[src/rtl/vc32_uart_pkg.sv]
// Shared types and entry-layout helpers for the vc32 UART receiver.
package vc32_uart_pkg;

    typedef enum logic [2:0] {
        S_IDLE,
        S_START,
        S_DATA,
        S_PARITY,
        S_STOP
    } rx_state_e;

    // FIFO entry layout: {perr, ferr, data[DATA_BITS-1:0]}
    function automatic int ferr_bit(input int data_bits);
        return data_bits;
    endfunction

    function automatic int perr_bit(input int data_bits);
        return data_bits + 1;
    endfunction

endpackage

[src/rtl/uart_rx_fifo_mem.sv]
// Synchronous FIFO with a registered head-of-queue output.
module uart_rx_fifo_mem #(
    parameter int WIDTH = 10,
    parameter int DEPTH = 8,
    localparam int AW = $clog2(DEPTH),
    localparam int LW = AW + 1
) (
    input  logic             clk,
    input  logic             rst_n,
    input  logic             push_i,
    input  logic [WIDTH-1:0] wdata_i,
    input  logic             pop_i,
    output logic [WIDTH-1:0] head_o,
    output logic [LW-1:0]    level_o,
    output logic             full_o,
    output logic             empty_o
);

    logic [WIDTH-1:0] mem_q [DEPTH];
    logic [AW-1:0]    rd_q, rd_d, wr_q, wr_d;
    logic [LW-1:0]    lvl_q, lvl_d;
    logic [WIDTH-1:0] head_q, head_d;
    logic             pop_ok, push_ok;
    logic [AW-1:0]    rd_nxt;

    assign empty_o = (lvl_q == '0);
    assign full_o  = (lvl_q == LW'(DEPTH));
    // A pop frees a slot in the same cycle, so a full FIFO can still accept.
    assign pop_ok  = pop_i & ~empty_o;
    assign push_ok = push_i & (~full_o | pop_ok);
    assign rd_nxt  = rd_q + AW'(1);
    assign head_o  = head_q;
    assign level_o = lvl_q;

    // Next pointers, level and head register.
    always_comb begin
        rd_d   = pop_ok  ? rd_nxt : rd_q;
        wr_d   = push_ok ? wr_q + AW'(1) : wr_q;
        lvl_d  = lvl_q;
        head_d = head_q;
        if (push_ok && !pop_ok) lvl_d = lvl_q + LW'(1);
        if (pop_ok && !push_ok) lvl_d = lvl_q - LW'(1);
        if (pop_ok) begin
            // Next head comes from storage when it holds a second entry,
            // otherwise straight from the incoming write.
            if (lvl_q >= LW'(2))  head_d = mem_q[rd_nxt];
            else if (push_ok)     head_d = wdata_i;
        end else if (empty_o && push_ok) begin
            head_d = wdata_i;
        end
    end

    // Pointer/level/head state, cleared asynchronously.
    always_ff @(posedge clk or negedge rst_n) begin
        if (!rst_n) begin
            rd_q   <= '0;
            wr_q   <= '0;
            lvl_q  <= '0;
            head_q <= '0;
        end else begin
            rd_q   <= rd_d;
            wr_q   <= wr_d;
            lvl_q  <= lvl_d;
            head_q <= head_d;
        end
    end

    // Storage array; contents are only read once written.
    always_ff @(posedge clk) begin
        if (push_ok) mem_q[wr_q] <= wdata_i;
    end

endmodule

[src/rtl/uart_rx_fifo.sv]
// UART receiver (mid-bit sampling, optional parity) feeding a receive FIFO.
module uart_rx_fifo
    import vc32_uart_pkg::*;
#(
    parameter int DATA_BITS  = 8,
    parameter int PARITY_EN  = 0,
    parameter int PARITY_ODD = 0,
    parameter int DIV_W      = 16,
    parameter int FIFO_DEPTH = 8,
    localparam int LW = $clog2(FIFO_DEPTH) + 1
) (
    input  logic                 clk,
    input  logic                 rst_n,
    input  logic                 rx,
    input  logic [DIV_W-1:0]     div,
    output logic [DATA_BITS-1:0] rx_data,
    output logic                 rx_ferr,
    output logic                 rx_perr,
    output logic                 rx_valid,
    input  logic                 rx_ready,
    output logic [LW-1:0]        level,
    output logic                 overrun,
    input  logic                 ovr_clr,
    output logic                 busy
);

    localparam int FERR_BIT = ferr_bit(DATA_BITS);
    localparam int PERR_BIT = perr_bit(DATA_BITS);
    localparam int EW       = DATA_BITS + 2;

    rx_state_e              state_q, state_d;
    logic                   s1_q, s2_q, prev_q;
    logic [DIV_W-1:0]       cnt_q, cnt_d;
    logic [3:0]             bits_q, bits_d;
    logic [DATA_BITS-1:0]   sh_q, sh_d;
    logic                   perr_q, perr_d;
    logic                   ovr_q, ovr_d;
    logic                   fall, expire, push, ferr;
    logic [EW-1:0]          head;
    logic                   full, empty, drop;

    assign fall   = prev_q & ~s2_q;
    assign expire = (cnt_q == '0);

    // Two-flop synchronizer plus previous-sample register for edge detect.
    always_ff @(posedge clk or negedge rst_n) begin
        if (!rst_n) begin
            s1_q   <= 1'b1;
            s2_q   <= 1'b1;
            prev_q <= 1'b1;
        end else begin
            s1_q   <= rx;
            s2_q   <= s1_q;
            prev_q <= s2_q;
        end
    end

    // Receiver FSM: next state, bit timing and sample capture.
    always_comb begin
        state_d = state_q;
        cnt_d   = expire ? cnt_q : cnt_q - DIV_W'(1);
        bits_d  = bits_q;
        sh_d    = sh_q;
        perr_d  = perr_q;
        push    = 1'b0;
        ferr    = 1'b0;
        // Counter runs down to 0 inclusive, so a reload of div-1 spaces
        // consecutive samples exactly div cycles apart.
        unique case (state_q)
            S_IDLE: begin
                if (fall) begin
                    state_d = S_START;
                    cnt_d   = div >> 1;
                    perr_d  = 1'b0;
                end
            end
            S_START: begin
                if (expire) begin
                    if (s2_q) begin
                        state_d = S_IDLE;
                    end else begin
                        state_d = S_DATA;
                        cnt_d   = div - DIV_W'(1);
                        bits_d  = '0;
                    end
                end
            end
            S_DATA: begin
                if (expire) begin
                    sh_d  = {s2_q, sh_q[DATA_BITS-1:1]};
                    cnt_d = div - DIV_W'(1);
                    if (bits_q == 4'(DATA_BITS - 1)) begin
                        state_d = (PARITY_EN != 0) ? S_PARITY : S_STOP;
                    end else begin
                        bits_d = bits_q + 4'd1;
                    end
                end
            end
            S_PARITY: begin
                if (expire) begin
                    perr_d  = ((^sh_q) ^ s2_q) != 1'(PARITY_ODD);
                    cnt_d   = div - DIV_W'(1);
                    state_d = S_STOP;
                end
            end
            S_STOP: begin
                // Push at mid-stop and rearm immediately for back-to-back frames.
                if (expire) begin
                    push    = 1'b1;
                    ferr    = ~s2_q;
                    state_d = S_IDLE;
                end
            end
            default: state_d = S_IDLE;
        endcase
    end

    // Receiver state registers.
    always_ff @(posedge clk or negedge rst_n) begin
        if (!rst_n) begin
            state_q <= S_IDLE;
            cnt_q   <= '0;
            bits_q  <= '0;
            sh_q    <= '0;
            perr_q  <= 1'b0;
        end else begin
            state_q <= state_d;
            cnt_q   <= cnt_d;
            bits_q  <= bits_d;
            sh_q    <= sh_d;
            perr_q  <= perr_d;
        end
    end

    uart_rx_fifo_mem #(
        .WIDTH (EW),
        .DEPTH (FIFO_DEPTH)
    ) u_mem (
        .clk     (clk),
        .rst_n   (rst_n),
        .push_i  (push),
        .wdata_i ({perr_q, ferr, sh_q}),
        .pop_i   (rx_ready),
        .head_o  (head),
        .level_o (level),
        .full_o  (full),
        .empty_o (empty)
    );

    assign drop  = push & full & ~(rx_ready & ~empty);
    // A fresh drop wins over a simultaneous clear.
    assign ovr_d = (ovr_q & ~ovr_clr) | drop;

    // Sticky overrun flag.
    always_ff @(posedge clk or negedge rst_n) begin
        if (!rst_n) ovr_q <= 1'b0;
        else        ovr_q <= ovr_d;
    end

    assign rx_data  = head[DATA_BITS-1:0];
    assign rx_ferr  = head[FERR_BIT];
    assign rx_perr  = head[PERR_BIT];
    assign rx_valid = ~empty;
    assign overrun  = ovr_q;
    assign busy     = (state_q != S_IDLE);

endmodule
[config.mk]
export PLATFORM = sky130hd
export DESIGN_NAME = uart_rx_fifo
export DESIGN_NICKNAME = d
export VERILOG_FILES = /design/src/rtl/vc32_uart_pkg.sv /design/src/rtl/uart_rx_fifo_mem.sv /design/src/rtl/uart_rx_fifo.sv
export SDC_FILE = /design/constraint.sdc
export NUM_CORES = 1
export LEC_CHECK = 0
export CORE_ASPECT_RATIO = 2
export CORE_MARGIN = 2
export CORE_UTILIZATION = 60
export CTS_BUF_LIST = sky130_fd_sc_hd__clkbuf_16
export DETAILED_ROUTE_END_ITERATION = 16
export GPL_TIMING_DRIVEN = 0
export HOLD_SLACK_MARGIN = 0.05
export PLACE_DENSITY = 0.8
export SYNTH_ARGS = -nofsm -noshare
export SYNTH_HDL_FRONTEND = slang
export SYNTH_SLANG_ARGS = --single-unit
[constraint.sdc]
create_clock -name clk -period 3.7 [get_ports clk]
set_input_delay 0.37 -clock clk [delete_from_list [all_inputs] [get_ports clk]]
set_output_delay 0.37 -clock clk [all_outputs]
set_load 0.05 [all_outputs]
==> results of run 1 <==
[metal layers]
layer | wire [um] | vias up | GRT usage
li1 | - | 1969 | -
met1 | 4849 | 2216 | 0.2565
met2 | 9239 | 138 | 0.5643
met3 | 456 | 46 | 0.05304
met4 | 596 | 0 | 0.1598
met5 | 0 | - | 0
[state kept, by name, indices dropped and copies added, names as in the netlist]
signal / cells
u_mem.mem_q: 80
cnt_q: 16
u_mem.head_o: 10
sh_q: 8
bits_q: 4
u_mem.level_o: 4
state_q: 3
u_mem.rd_q: 3
u_mem.wr_q: 3
overrun: 1
perr_q: 1
prev_q: 1
s1_q: 1
s2_q: 1
[worst max path at each step]
stage	from	to	slack, ps	depth (start not counted)
after floorplan	cnt_q[0]	u_mem.mem_q[2][0]	730	7
after global placement	cnt_q[0]	u_mem.mem_q[5][4]	-440	7
after detailed placement	cnt_q[0]	u_mem.mem_q[7][4]	60	7
after CTS	cnt_q[0]	u_mem.mem_q[7][5]	3	7
after global routing	cnt_q[0]	u_mem.mem_q[3][5]	-20	7
final	cnt_q[0]	u_mem.mem_q[3][5]	180	7
[stage by stage]
stage,cells,power [uW],setup TNS (ps),utilization
after global placement,655,3818,-12570,0.6656
after detailed placement,659,3905,0,0.6720
final,692,5829,0,0.7395
after floorplan,481,3361,0,-
after global routing,692,6088,-195.3,0.7395
after CTS,692,5841,0,0.7368
[power groups by stage]
stage                     registers [uW]  logic, uW  clock network, uW
after floorplan                     2190       1180                  0
after global placement              1980       1840                  0
after detailed placement            2000       1910                  0
after CTS                           1970       1940               1930
after global routing                2000       2080               2010
final                               1980       1930               1920
[cell usage in the layout, fill, tap and decap left out, types with 12 or more instances in the layout]
cell / instances
dfrtp_1: 53
xor2_1: 12
clkbuf_16: 17
xnor2_1: 26
a21oi_1: 14
clkdlybuf4s50_1: 36
o21ai_0: 12
nand2_1: 33
inv_1: 13
mux2_2: 12
mux2i_1: 14
edfxtp_1: 80
nor2_1: 18
mux4_2: 20
o22ai_1: 14
nor3_1: 15
[kinds of logic after synthesis]
kind of cell	after synthesis	synth area share
AO/OA/AOI/OAI	79	0.08056
buffers and inverters	29	0.01777
multiplexers	46	0.1121
AND/OR/NAND/NOR	144	0.1312
flip-flops	136	0.5879
adder cells (fa/ha/maj)	8	0.01661
XOR/XNOR	39	0.05390
[layout make-up]
class,instances,area (um2)
flip-flops and latches,136,3807
repair buffers,42,422.9
fillers,669,2746
multi-input cells,316,2608
inverters,12,45.04
plain buffers,17,70.07
clock buffers,17,425.4
well taps,137,171.4
clock inverters,15,247.7
[critical path: stages, from the launching register on]
cell,delay [ps]
dfrtp_1,400
inv_1,120
ha_1,290
nor2b_1,490
nand2_1,370
nor4_4,520
nand2_1,310
nor3b_4,650
[synth_stat cells, types with 3 or more instances]
| cell | instances | area (um2) |
|---|---|---|
| dfstp_2 | 3 | 78.83 |
| a22oi_1 | 9 | 67.56 |
| nor4b_1 | 4 | 35.03 |
| mux2i_1 | 14 | 140.1 |
| o21ai_0 | 12 | 60.06 |
| nand3_1 | 7 | 35.03 |
| inv_1 | 12 | 45.04 |
| dfrtp_1 | 53 | 1326 |
| or4_1 | 3 | 22.52 |
| nor2b_1 | 6 | 37.54 |
| or4_4 | 3 | 33.78 |
| a21o_1 | 10 | 75.07 |
| nor3_1 | 17 | 85.08 |
| a21oi_1 | 14 | 70.07 |
| xor2_1 | 12 | 105.1 |
| mux2_2 | 12 | 135.1 |
| buf_2 | 5 | 25.02 |
| nand2_1 | 33 | 123.9 |
| nor4_1 | 8 | 50.05 |
| xnor2_1 | 26 | 227.7 |
| nor4_2 | 4 | 50.05 |
| ha_1 | 7 | 87.58 |
| and2_1 | 3 | 18.77 |
| clkbuf_1 | 11 | 41.29 |
| edfxtp_1 | 80 | 2402 |
| nor3b_1 | 6 | 45.04 |
| or3_1 | 8 | 50.05 |
| o22ai_1 | 14 | 87.58 |
| a31oi_1 | 5 | 31.28 |
| mux4_2 | 20 | 450.4 |
| nand2b_1 | 8 | 50.05 |
| nor2_1 | 20 | 75.07 |
[repair_timing]
action | in CTS | in global routing
resized for setup | 0 | 6
hold endpoints to repair | 20 | 0
hold buffers | 1 | 0
setup endpoints to repair | 0 | 57
==> impl_metrics.json, run 1 <==
{
  "synth-edff-count": 80,
  "drt_iter0_markers": 265,
  "gp_congestion": 0.8161,
  "grt_pass1_vias": 4792,
  "postRouteAntennaNets": 0,
  "hold_violations": 0,
  "final_layout_size_suffix_gt1_frac": 0.1838,
  "clock_sinks": 136,
  "hold_class": "register to register",
  "setup-violations-final": 0,
  "leakage_uw": 0.002940,
  "path_class": "register to register",
  "min_period_ps": 3521,
  "reg2reg_to": "u_mem.mem_q[3][5]",
  "holdWs_ps": 356.2,
  "grt_overflow_total": 0,
  "drv_slew": 0,
  "power.internal_uw": 3901,
  "cts_root_buf": "clkbuf_16",
  "vdd_drop_max_mv": 0.4605,
  "status": "complete, no violations",
  "dieArea_um2": 11690,
  "coreArea_um2": 10540,
  "drt_wl_total_um": 15140,
  "holdPathEnd": "s2_q",
  "drc": 0,
  "combPwrFrac": 0.331,
  "antenna_found_initial": 0,
  "insertion_delay_ps": 420,
  "worst_ep_arrival_time_ps": 3570,
  "worst_pin_slew_ps": 925.5,
  "ys_warn_count": 0,
  "initial_utilization": 0.6142,
  "cts_setup_buffers": 0,
  "drt_pre_antenna_iters": 5,
  "synth_cells": 481,
  "maxCapViolCount": 0,
  "regToRegSetupSlack_ps": 180,
  "post_drt_wl_per_cell_um": 21.88,
  "period_share": 0.9516,
  "synth_flop_cell": "edfxtp_1",
  "grt_pass1_wl_um": 24420,
  "worstHoldStart": "s1_q",
  "setup_slack_ps": 179.2,
  "io_pins": 38,
  "fin_area_um2": 7797,
  "via_count": 4369,
  "p_clk_frac": 0.329,
  "p_sw_frac": 0.3309,
  "clock_path_buffers": 2,
  "cts_made_buffers": 17,
  "fin_skew_ps": 8.017,
  "track_usage": 0.2827,
  "reg2reg_depth": 7,
  "cp-end-kind": "register",
  "core.rowCount": 53,
  "cp_max_fo": 10,
  "antenna_cells": 0,
  "ys_ff_latch": 136,
  "dpl_cell_area_um2": 7086,
  "ys_async_sr_fraction": 0.4118,
  "fin_nets": 571,
  "holdPathStages": 0,
  "power_switching_uw": 1929,
  "p_seq_frac": 0.340,
  "grt_start_max_net_pins": 37,
  "ys_types": 56,
  "start_kind": "register",
  "dieHeight_um": 150.9,
  "htree_levels": 4,
  "cp.required_ps": 3750,
  "portBuffers": 37,
  "place.detailed.hpwl_um": 10840,
  "area_delta_synth_final_pct": 20.40,
  "timing.rr.start": "cnt_q[0]",
  "synth_area_per_cell_um2": 13.46,
  "yosysSeqAreaShare": 0.5879,
  "fmax_ghz": 0.2840,
  "clkTransAtPathRegs_ps": 60,
  "die_w_um": 77.47,
  "via_per_inst": 6.314,
  "synth_area_um2": 6476,
  "pre_cts_slack_ps": 56.17,
  "syn_nets": 510,
  "max_slew_margin": 0.3743,
  "tritoncts": "built",
  "p_per_area_nw_per_um2": 747.6
}
Power figures use the tool's default switching activity.
==> run 2: changes to the inputs <==
--- a/config.mk
+++ b/config.mk
@@ -6,7 +6,6 @@
 export NUM_CORES = 1
 export LEC_CHECK = 0
 export CORE_ASPECT_RATIO = 2
-export CORE_MARGIN = 2
 export CORE_UTILIZATION = 60
 export CTS_BUF_LIST = sky130_fd_sc_hd__clkbuf_16
 export DETAILED_ROUTE_END_ITERATION = 16
==> impl_metrics.json, run 2 (synthesis results as in run 1) <==
{
  "status": "complete, no violations",
  "place.detailed.hpwl_um": 10330,
  "postRouteAntennaNets": 0,
  "tns_ps": 0,
  "via_count": 4353,
  "io_pins": 38,
  "hold_violations": 0,
  "coreArea_um2": 10480,
  "clkTransAtPathRegs_ps": 60,
  "power.internal_uw": 3623,
  "cp.required_ps": 3740,
  "crit_chain": "inv_1 > ha_1 > nor2b_1 > nand2_1 > nor4_4 > nand2_1 > nor3b_2",
  "power_switching_uw": 1901,
  "min_period_ps": 3675,
  "cp_max_fo": 10,
  "period_share": 0.9932,
  "max_slew_margin": 0.2850,
  "crit_top_cell": "nand2_1",
  "post_cts_resized": 0,
  "grt_start_max_net_pins": 37,
  "slowest_stage": "nor3b_2",
  "htree_levels": 4,
  "setup-violations-final": 0,
  "cts_made_buffers": 17,
  "drc": 0,
  "via_per_inst": 6.318,
  "path_buf_inv": 1,
  "path_class": "register to register",
  "regMostFlops": "u_mem.mem_q",
  "p_seq_frac": 0.357,
  "final_layout_size_suffix_gt1_frac": 0.1757,
  "drt_pre_antenna_iters": 5,
  "tritoncts": "built",
  "worst_pin_slew_ps": 1058,
  "hold_class": "input port to register",
  "antenna_found_initial": 0,
  "grt_pass1_vias": 4586,
  "mostFrequentLayoutCells": "edfxtp_1, dfrtp_1, clkdlybuf4s50_1",
  "portBuffers": 37,
  "combPwrFrac": 0.344,
  "initial_utilization": 0.6181,
  "largest_register_ffs": 80,
  "dieArea_um2": 11240,
  "fillers": 742,
  "die_w_um": 75.47,
  "cp-end-kind": "register",
  "post_drt_wl_per_cell_um": 21.54,
  "cts_root_buf": "clkbuf_16",
  "cts_setup_buffers": 0,
  "vdd_drop_max_mv": 0.4334,
  "leakage_uw": 0.002879,
  "p_per_area_nw_per_um2": 722.0,
  "area_delta_synth_final_pct": 18.14,
  "p_sw_frac": 0.3442,
  "fin_nets": 568,
  "p_clk_frac": 0.299,
  "insertion_delay_ps": 430,
  "multi_input_area_um2": 2584,
  "clock_sinks": 136,
  "gp_congestion": 0.8636,
  "seq_area_um2": 3807,
  "drt_iter0_markers": 275,
  "rsz0062_at_grt": "yes",
  "dieHeight_um": 148.9,
  "clock_path_buffers": 2,
  "cp_top_family": "simple AND/OR/NAND/NOR gates",
  "worst_ep_arrival_time_ps": 3720,
  "core.rowCount": 53,
  "final_common_cell": "edfxtp_1",
  "antenna_cells": 0,
  "start_kind": "register",
  "track_usage": 0.2994,
  "max_stage_delay_ps": 880,
  "drt_wl_total_um": 14840,
  "grt_pass1_wl_um": 23570,
  "drv_slew": 0,
  "fmax_ghz": 0.2721,
  "maxCapViolCount": 0,
  "fin_skew_ps": 14.68,
  "post-route-util": 0.7302,
  "grt_overflow_total": 0
}
## run 2: power groups by stage
stage / combinational (uW) / sequential (uW) / clock [uW]
6_report: 1900 / 1970 / 1650
5_1_grt: 2060 / 2000 / 1730
4_1_cts: 1910 / 1970 / 1660
3_5_place_dp: 1870 / 1990 / 0
3_3_place_gp: 1820 / 1980 / 0
2_1_floorplan: 1180 / 2190 / 0
## run 2: final cells by class
cell class                 count  share of cell area
clock inverter                15             0.01995
timing repair buffer          39             0.05168
multi-input combinational    316              0.3377
buffer                        17            0.009158
tap                          137             0.02240
sequential                   136              0.4976
clock buffer                  17             0.05560
inverter                      12            0.005887
## run 2: final timing paths
| kind | from | end | slack, ps | depth (start not counted) |
|---|---|---|---|---|
| worst min-delay path | rx | s1_q | 350 | 1 |
| worst max register to register | cnt_q[0] | u_mem.mem_q[5][5] | 30 | 7 |
| worst min register to register | s1_q | s2_q | 360 | 0 |
| min in group asynchronous | rst_n | u_mem.head_o[4] | 460 | 2 |
| worst max-delay path | cnt_q[0] | u_mem.mem_q[5][5] | 30 | 7 |
| max in group asynchronous | rst_n | s1_q | 2570 | 3 |
## run 2: per-stage QoR
step	std cells	hold slack, ps	setup WS, ps	total power, uW	area (um2)
after CTS	689	348.1	91.82	5541	7651
after floorplan	481	74.41	725.8	3361	6476
final	689	353.2	25.29	5524	7651
after global placement	655	347.9	-298.8	3798	7018
after detailed placement	656	347.9	137.8	3862	7063
after global routing	689	365.1	-39.19	5780	7651
## run 2: per-layer routing
layer	routed length, um	GRT usage	vias up
met4	611	0.1556	0
met5	0	0	-
met2	9008	0.5589	150
li1	-	-	1962
met1	4717	0.2843	2190
met3	503	0.07297	51
## run 2: what timing repair did
action                                 in CTS  in global routing
setup endpoints to repair                   0                 32
hold buffers                                1                  0
endpoints found under the hold margin      20                  0
